**src/rtl/gun_pos_gen.sv**
```systemverilog
// Joystick-to-crosshair position generator for the williams2 gun inputs.
// Once per frame (vblank rising edge) each axis steps toward the pressed direction with hold acceleration.

// Per-axis position tracker: a saturating position with a step size that grows while a direction is held.
//   state  | meaning
//   S_IDLE | no direction on the last tick; step is 1 and the hold timer is reloaded
//   S_MOVE | a direction was seen on the last tick; the same direction keeps accelerating
module gun_pos_axis #(
   parameter int POS_W        = 6,
   parameter int CENTER       = 32,
   parameter int MAX_STEP     = 4,
   parameter int ACCEL_FRAMES = 8
) (
   input  logic             clock_12,
   input  logic             reset,
   input  logic             i_tick,
   input  logic             i_recenter,
   input  logic             i_neg,
   input  logic             i_pos,
   output logic [POS_W-1:0] o_pos
);

   typedef enum logic {S_IDLE, S_MOVE} state_t;
   typedef enum logic [1:0] {D_NONE, D_NEG, D_POS} dir_t;

   localparam int SW  = $clog2(MAX_STEP + 1);
   localparam int HW  = (ACCEL_FRAMES > 1) ? $clog2(ACCEL_FRAMES) : 1;
   localparam int PW1 = POS_W + 1;

   localparam logic [POS_W:0]   POS_MAX    = {1'b0, {POS_W{1'b1}}};
   localparam logic [POS_W-1:0] POS_CENTER = POS_W'(CENTER);
   localparam logic [SW-1:0]    STEP_ONE   = SW'(1);
   localparam logic [SW-1:0]    STEP_MAX   = SW'(MAX_STEP);
   localparam logic [HW-1:0]    HOLD_LOAD  = HW'(ACCEL_FRAMES - 1);
   // The first frame of a new direction already counts as one held frame.
   localparam logic [HW-1:0]    HOLD_ENTRY = (ACCEL_FRAMES > 1) ? HW'(ACCEL_FRAMES - 2) : '0;

   state_t           r_state;
   dir_t             r_dir_q;
   logic [POS_W-1:0] r_pos;
   logic [SW-1:0]    r_step;
   logic [HW-1:0]    r_hold_cnt;

   state_t           w_state_nxt;
   dir_t             w_dir_q_nxt;
   logic [POS_W-1:0] w_pos_nxt;
   logic [SW-1:0]    w_step_nxt;
   logic [HW-1:0]    w_hold_nxt;

   dir_t             w_dir;
   logic             w_same;
   logic [SW-1:0]    w_amt;
   logic [POS_W:0]   w_sum;
   logic [POS_W:0]   w_diff;
   logic [POS_W-1:0] w_pos_up;
   logic [POS_W-1:0] w_pos_dn;
   logic [POS_W-1:0] w_pos_move;

   always_comb begin
      w_dir = D_NONE;
      if (i_pos && !i_neg)
         w_dir = D_POS;
      else if (i_neg && !i_pos)
         w_dir = D_NEG;
   end

   // A change of direction always moves by one; only a continued hold uses the accumulated step.
   assign w_same     = (r_state == S_MOVE) && (w_dir == r_dir_q);
   assign w_amt      = w_same ? r_step : STEP_ONE;
   assign w_sum      = {1'b0, r_pos} + PW1'(w_amt);
   assign w_diff     = {1'b0, r_pos} - PW1'(w_amt);
   assign w_pos_up   = (w_sum > POS_MAX) ? POS_MAX[POS_W-1:0] : w_sum[POS_W-1:0];
   assign w_pos_dn   = w_diff[POS_W] ? '0 : w_diff[POS_W-1:0];
   assign w_pos_move = (w_dir == D_POS) ? w_pos_up : w_pos_dn;

   always_ff @(posedge clock_12 or posedge reset) begin
      if (reset) begin
         r_state    <= S_IDLE;
         r_dir_q    <= D_NONE;
         r_pos      <= POS_CENTER;
         r_step     <= STEP_ONE;
         r_hold_cnt <= HOLD_LOAD;
      end else begin
         r_state    <= w_state_nxt;
         r_dir_q    <= w_dir_q_nxt;
         r_pos      <= w_pos_nxt;
         r_step     <= w_step_nxt;
         r_hold_cnt <= w_hold_nxt;
      end
   end

   always_comb begin
      w_state_nxt = r_state;
      w_dir_q_nxt = r_dir_q;
      w_pos_nxt   = r_pos;
      w_step_nxt  = r_step;
      w_hold_nxt  = r_hold_cnt;

      if (i_recenter) begin
         w_state_nxt = S_IDLE;
         w_dir_q_nxt = D_NONE;
         w_pos_nxt   = POS_CENTER;
         w_step_nxt  = STEP_ONE;
         w_hold_nxt  = HOLD_LOAD;
      end else if (i_tick) begin
         if (w_dir == D_NONE) begin
            w_state_nxt = S_IDLE;
            w_dir_q_nxt = D_NONE;
            w_step_nxt  = STEP_ONE;
            w_hold_nxt  = HOLD_LOAD;
         end else if (!w_same) begin
            w_state_nxt = S_MOVE;
            w_dir_q_nxt = w_dir;
            w_pos_nxt   = w_pos_move;
            w_step_nxt  = STEP_ONE;
            w_hold_nxt  = HOLD_ENTRY;
         end else begin
            w_state_nxt = S_MOVE;
            w_pos_nxt   = w_pos_move;
            // Hold timer counts down; terminal count bumps the step and reloads.
            if (r_hold_cnt == '0) begin
               w_hold_nxt = HOLD_LOAD;
               w_step_nxt = (r_step >= STEP_MAX) ? STEP_MAX : r_step + STEP_ONE;
            end else begin
               w_hold_nxt = r_hold_cnt - HW'(1);
            end
         end
      end
   end

   assign o_pos = r_pos;

endmodule

module gun_pos_gen #(
   parameter int POS_W        = 6,
   parameter int CENTER       = 32,
   parameter int MAX_STEP     = 4,
   parameter int ACCEL_FRAMES = 8
) (
   input  logic             clock_12,
   input  logic             reset,
   input  logic             vblank,
   input  logic             left,
   input  logic             right,
   input  logic             up,
   input  logic             down,
   input  logic             recenter,
   output logic [POS_W-1:0] gun_h,
   output logic [POS_W-1:0] gun_v,
   output logic             moving
);

   logic r_vb_d;
   logic r_moving;
   logic w_tick;
   logic w_h_act;
   logic w_v_act;

   // r_vb_d resets high so a vblank already asserted at reset release does not count as a frame.
   assign w_tick  = vblank & ~r_vb_d;
   assign w_h_act = left ^ right;
   assign w_v_act = up ^ down;

   always_ff @(posedge clock_12 or posedge reset) begin
      if (reset) begin
         r_vb_d   <= 1'b1;
         r_moving <= 1'b0;
      end else begin
         r_vb_d <= vblank;
         if (recenter)
            r_moving <= 1'b0;
         else if (w_tick)
            r_moving <= w_h_act | w_v_act;
      end
   end

   gun_pos_axis #(
      .POS_W        (POS_W),
      .CENTER       (CENTER),
      .MAX_STEP     (MAX_STEP),
      .ACCEL_FRAMES (ACCEL_FRAMES)
   ) u_axis_h (
      .clock_12   (clock_12),
      .reset      (reset),
      .i_tick     (w_tick),
      .i_recenter (recenter),
      .i_neg      (left),
      .i_pos      (right),
      .o_pos      (gun_h)
   );

   gun_pos_axis #(
      .POS_W        (POS_W),
      .CENTER       (CENTER),
      .MAX_STEP     (MAX_STEP),
      .ACCEL_FRAMES (ACCEL_FRAMES)
   ) u_axis_v (
      .clock_12   (clock_12),
      .reset      (reset),
      .i_tick     (w_tick),
      .i_recenter (recenter),
      .i_neg      (up),
      .i_pos      (down),
      .o_pos      (gun_v)
   );

   assign moving = r_moving;

endmodule

```
**config.mk**
```make
export PLATFORM = sky130hd
export DESIGN_NAME = gun_pos_gen
export DESIGN_NICKNAME = d
export VERILOG_FILES = /design/src/rtl/gun_pos_gen.sv
export SDC_FILE = /design/constraint.sdc
export NUM_CORES = 1
export LEC_CHECK = 0
export BUFFER_PORTS_ARGS = -buffer_cell sky130_fd_sc_hd__buf_2
export CAP_MARGIN = 25
export CORE_MARGIN = 5
export CORE_UTILIZATION = 55
export CTS_CLUSTER_SIZE = 10
export DETAILED_ROUTE_END_ITERATION = 10
export PLACE_DENSITY_LB_ADDON = 0.05
export SYNTH_ARGS = -nofsm -noshare
export SYNTH_HDL_FRONTEND = slang
export SYNTH_SLANG_ARGS = --single-unit
export TNS_END_PERCENT = 100
```
**constraint.sdc**
```tcl
create_clock -name clock_12 -period 2.89 [get_ports clock_12]
set_clock_uncertainty 0.05 [all_clocks]
set_input_delay 0.1445 -clock clock_12 [delete_from_list [all_inputs] [get_ports clock_12]]
set_output_delay 0.1445 -clock clock_12 [all_outputs]
set_load 0.01 [all_outputs]
```
## After elaboration in Yosys (flattened, before gate mapping)

Cells that the tools add are included.

| cells by class | value |
|---|---|
| muxes and demuxes | 56 |
| reduce and logical (&&, ||, !) cells | 21 |
| equality and inequality tests | 10 |
| bitwise operators | 5 |
| $add $sub $neg | 8 |
| order comparisons | 4 |

Operator list:

| cell | count |
|---|---|
| 2-to-1 mux 3 bit | 24 |
| 2-to-1 mux 6 bit | 12 |
| 2-to-1 mux 2 bit | 10 |
| adder 6 x 3 -> 7 bit | 2 |
| greater-than comparator 7 x 6 -> 1 bit, second input constant | 2 |
| subtractor 6 x 3 -> 7 bit | 2 |
| AND reduction 2 bit | 6 |
| 2-to-1 mux 1 bit | 10 |
| != test 4 bit, second input constant | 2 |
| adder 3 x 1 -> 3 bit, second input constant | 2 |
| greater-or-equal comparator 3 bit, second input constant | 2 |
| logical AND 1 bit | 6 |
| logical NOT 3 bit | 2 |
| != test 3 bit, second input constant | 2 |
| subtractor 3 x 1 -> 3 bit, second input constant | 2 |
| equality test 2 bit | 2 |
| equality test 2 bit, second input constant | 2 |
| logical NOT 1 bit | 4 |
| logical NOT 2 bit | 2 |
| != test 2 bit, second input constant | 2 |
| nonzero test 2 bit | 1 |
| XOR 1 bit | 2 |
| bitwise AND 1 bit | 1 |
| inverter 1 bit | 1 |
| bitwise OR 1 bit | 1 |

| word-level totals | value |
|---|---|
| input bits | 8 |
| word-level logic and storage cells | 116 |
| output and inout bits | 13 |
| register bits | 32 |

## Depth between registers and ports, before layout

| logic depth | value |
|---|---|
| depth after elaboration | 14 |
| depth in mapped cells | 15 |

## Cells and area by module

From an unflattened synthesis, not the netlist that was laid out.

| unflattened totals | value |
|---|---|
| cells, all modules | 274 |
| area total of the unflattened synthesis | 2,506.2 µm² |

By module, submodules not included:

| module | area each (µm²) | instances | cells each |
|---|---|---|---|
| gun_pos_axis | 1,203.7 | 2 | 133 |
| gun_pos_gen | 98.8 | 1 | 8 |

## Least setup slack after synthesis

No wires, ideal clock.

| timing path | value |
|---|---|
| kind | input port to flip-flop |
| start point | in left |
| end point | reg u_axis_h.r_pos[4], in the netlist u_axis_h.o_pos[4] |
| arrival | 2.607 ns |
| stages | 14 |
| setup slack | 0.112 ns |
| cells stage by stage | inv_1 -> ha_1 -> buf_2 -> xnor2_1 -> and3_1 -> clkbuf_1 -> nand2_1 -> ha_1 -> inv_1 -> fa_1 -> a211o_1 -> a211o_1 -> a31o_1 -> a32o_1 |

| on the way | value |
|---|---|
| cells in the longest elaborated chain, start to end | 13 |

Ends and longest elaborated chain:

| item | line | source |
|---|---|---|
| from (decl) | 144 | `input logic left,` |
| logical AND 1 bit / logical NOT 1 bit (equally long branches) | 63, 61 |  |
| 2-to-1 mux 1 bit / logical AND 1 bit (equally long branches) | 63, 61 |  |
| 2-to-1 mux 2 bit (*) | 61 | `if (i_pos && !i_neg)` |
| equality test 2 bit | 68 | `assign w_same = (r_state == S_MOVE) && (w_dir == r_dir_q);` |
| logical AND 1 bit | 68 |  |
| 2-to-1 mux 3 bit | 69 | `assign w_amt = w_same ? r_step : STEP_ONE;` |
| adder 6 x 3 -> 7 bit | 70 | `assign w_sum = {1'b0, r_pos} + PW1'(w_amt);` |
| greater-than comparator 7 x 6 -> 1 bit | 72 | `assign w_pos_up = (w_sum > POS_MAX) ? POS_MAX[POS_W-1:0] : w_sum[POS_W-1:0];` |
| 2-to-1 mux 6 bit | 72 |  |
| 2-to-1 mux 6 bit | 74 | `assign w_pos_move = (w_dir == D_POS) ? w_pos_up : w_pos_dn;` |
| 2-to-1 mux 6 bit | 106 | `if (w_dir == D_NONE) begin` |
| 2-to-1 mux 6 bit | 105 | `end else if (i_tick) begin` |
| 2-to-1 mux 6 bit | 99 | `if (i_recenter) begin` |
| to (signal assigned) | 86 | `r_pos <= w_pos_nxt;` |
| to (decl) | 40 | `logic [POS_W-1:0] r_pos;` |

Mark *: on every way between the ends. The rest lies on a longest branch, timed or not. The select of a mux whose other input is x is not followed.
A chain may end at the register's enable or synchronous reset.

## Worst setup path after layout

| timing path | value |
|---|---|
| start point | reg u_axis_v.r_dir_q[0] |
| end point | reg u_axis_v.r_pos[2], in the netlist u_axis_v.o_pos[2] |

| on the way | value |
|---|---|
| cells in the longest elaborated chain, start to end | 10 |

Ends and longest elaborated chain:

| item | line | source |
|---|---|---|
| from (decl) | 39 | `dir_t r_dir_q;` |
| from (signal assigned) | 85 | `r_dir_q <= w_dir_q_nxt;` |
| equality test 2 bit (*) | 68 |  |
| logical AND 1 bit (*) | 68 |  |
| 2-to-1 mux 3 bit (*) | 69 |  |
| adder 6 x 3 -> 7 bit | 70 |  |
| greater-than comparator 7 x 6 -> 1 bit | 72 |  |
| 2-to-1 mux 6 bit | 72 |  |
| 2-to-1 mux 6 bit (*) | 74 |  |
| 2-to-1 mux 6 bit (*) | 106 |  |
| 2-to-1 mux 6 bit (*) | 105 |  |
| 2-to-1 mux 6 bit (*) | 99 |  |
| to (signal assigned) | 86 |  |
| to (decl) | 40 |  |

Marks and branches as above.

==> impl_metrics.ini <==
[drt]
first_pass_iters = 4
vias_per_cell = 5.739
routedWlPerCell_um = 14.89
drt_iter0_drc = 78
vias = 2020
post-route-drc-count = 0
drt-total-wl_mm = 5.242
ant_nets = 0

[layout]
mostFrequentLayoutCells = nand2_1, inv_1, ha_1
fill_cells = 392
final_nets = 337
syn_to_final_growth_pct = 10.89
drive_above_1_share = 0.1700
antennaDiodeCount = 0

[clock_network]
cts_setup_buffers = 0
cts_hold_buf = 2
htreeDepth = 2
cts-buffers-inserted = 5
clkSinkCount = 32
tritoncts = built
cts_root_buf = clkbuf_8
path_clk_slew_ns = 0.07
post_cts_resized = 0
clockBufferDepth = 2
clk_latency_ns = 0.29

[critical_path]
r2r_start = u_axis_v.r_dir_q[0]
start_kind = register
crit_slowest_cell = fa_1
startpoint = u_axis_v.r_dir_q[0]
end_kind = register
crit_fanout = 6
path_class = register to register
cpPeakStageDelay_ns = 0.41
worst_ep_arrival_time_ns = 2.86
cp_cell_sequence = xnor2_1 -> and3_1 -> nand2_1 -> ha_1 -> inv_1 -> fa_1 -> a211o_1 -> or3_4 -> a21oi_1 -> a31oi_1 -> a22o_1
crit_required_ns = 3.02

[synth]
ys_seq_elements = 32
synth.area.top_cells = dfrtp_1, ha_1, dfstp_2, inv_1, nand2_1
syn_nets = 315
synth.avg_cell_area_um2 = 8.876
synth_edf_count = 0
synth_ff_type = dfrtp_1
synth_cells = 277
ys_seq_area_frac = 0.3313
yosys.cell_types.count = 57
async_flop_share = 1.000
netlist.area_leader.share = 0.2137
synth_area_leader_cell = dfrtp_1
yosysWarningCount = 0
syn_area_um2 = 2459

[placement]
place_hpwl_mm = 3.879
gp_routability_congestion = 0.8499
pre_cts_ws_ns = 0.06079
io_buffers = 20

[timing]
hold_viol = 0
worstMarginPinSlew_ns = 0.7556
rsz0062_at_grt = false
fin_crit_sh = 0.9439
setup_violations = 0
final-max-slew-violation-count = 0
whs_ns = 0.1743
fin_crit_ns = 2.728
max_clock_freq_mhz = 366.6
setup_ws_ns = 0.1622
fin_setup_tns_ns = 0
slew_headroom = 0.4953

[grt]
grtUsageMet3 = 0.04215
antenna_found_initial = 0
overflow = 0
grt_pass1_wl_mm = 9.349
met2_usage = 0.2971
grt_max_degree = 33
grtUsageMet1 = 0.2655
first_global_vias = 1993
grt_usage = 0.1909
gr-max-usage-layer = met2

[pwr]
finalPower_w = 0.001084
p_per_area_nw_per_um2 = 397.7
leakage_nw = 1.413
ir_drop_uv = 205.8

[die]
core_um2 = 4354
die_h_um = 76.86
num_rows = 24
dieArea_um2 = 5907
start_util = 0.5647
die_w_um = 76.86
pin_count = 21

[job]
cap_violations = 0

[worst_hold_path]
hold_class = input pin to register
hold_start = recenter

[run_status]
status = finished clean
-- cell usage after synthesis (2+ instances only) --
library cell	n
o22ai_1	2
a32o_1	2
or3_1	2
o21ai_1	7
nor4_1	2
nand3_1	4
a21oi_1	14
nor2b_1	6
nand2_1	32
and2_1	2
xor2_1	2
a21o_1	3
inv_1	32
nor3_1	2
a32oi_1	2
fa_1	4
o21bai_1	4
ha_1	26
clkbuf_1	8
and3_1	2
a31oi_1	9
o211a_1	2
nor2_1	13
o21ai_0	6
buf_2	4
o211ai_1	2
dfstp_2	11
mux2_1	2
dfrtp_1	21
a22o_1	3
a22oi_1	4
nand4b_1	2
xnor2_1	6
a211o_1	4
a31o_1	3
o31ai_1	3
nand2b_1	4
-- worst max-delay path, delay by kind of cell (launching register included) --
| family | cells | cell delay, ns |
|---|---|---|
| simple gates | 3 | 0.72 |
| fa+ha+maj | 2 | 0.55 |
| buf+inv | 1 | 0.06 |
| compound gates | 4 | 0.71 |
| xor+xnor | 1 | 0.15 |
| flops | 1 | 0.39 |
-- per-stage QoR --
step | std cells | instance area (um^2) | util
finish | 352 | 2726 | 0.6261
global route | 352 | 2726 | 0.6261
CTS | 352 | 2726 | 0.6261
detailed placement | 342 | 2614 | 0.6003
global placement | 342 | 2614 | 0.6003
floorplan | 277 | 2459 | -
-- sequential cells by signal, summed over array words and instances (netlist names) --
signal,count
u_axis_v.r_dir_q,2
u_axis_v.r_hold_cnt,3
u_axis_v.r_state,1
u_axis_h.r_dir_q,2
u_axis_h.r_state,1
r_vb_d,1
u_axis_v.r_step,3
u_axis_h.r_hold_cnt,3
u_axis_h.o_pos,6
moving,1
u_axis_v.o_pos,6
u_axis_h.r_step,3
-- power breakdown --
group / switching [W] / internal, W / total, W
registers: 0.0000248 / 0.000471 / 0.000495
logic: 0.000126 / 0.0000994 / 0.000225
clock network: 0.000174 / 0.000190 / 0.000364
-- routing by layer --
metal  wire length, um  vias up
met2              2406       33
met1              2589      967
met3               187        5
met4                58        0
met5                 0        -
li1                  -     1015
-- worst paths after layout --
kind                                        to  slack (ns)  depth (start not counted)
max                          u_axis_v.o_pos[2]        0.16                         11
min                        u_axis_v.r_dir_q[1]        0.17                          2
max reg2reg                  u_axis_v.o_pos[2]        0.16                         11
min reg2reg                   u_axis_v.r_state        0.42                          2
max in group asynchronous   u_axis_v.r_step[0]        2.00                          4
min in group asynchronous    u_axis_v.o_pos[4]        0.44                          4
-- cell families (layout without fill, tap and decap cells) --
group                      Yosys count  count (layout)  share of synthesized area
AOI/OAI and AO/OA                   79              79                     0.2255
and+or+nand+nor                     78              78                     0.1593
buffers and inverters               47              70                    0.07735
DFF                                 32              32                     0.3313
adders and majority gates           30              30                     0.1649
xor gates and xnor gates             8               8                    0.02850
muxes                                3               3                    0.01323
-- layout make-up --
type / count / area (um^2) / area share
Multi-Input combinational cell: 198 / 1454 / 0.5333
Sequential cell: 32 / 814.5 / 0.2988
Timing Repair Buffer: 30 / 180.2 / 0.06609
Inverter: 32 / 120.1 / 0.04406
Clock buffer: 6 / 82.58 / 0.03029
Tap cell: 52 / 65.06 / 0.02386
Clock inverter: 2 / 10.01 / 0.003671
Note: power is estimated with default switching activity, not from simulation.
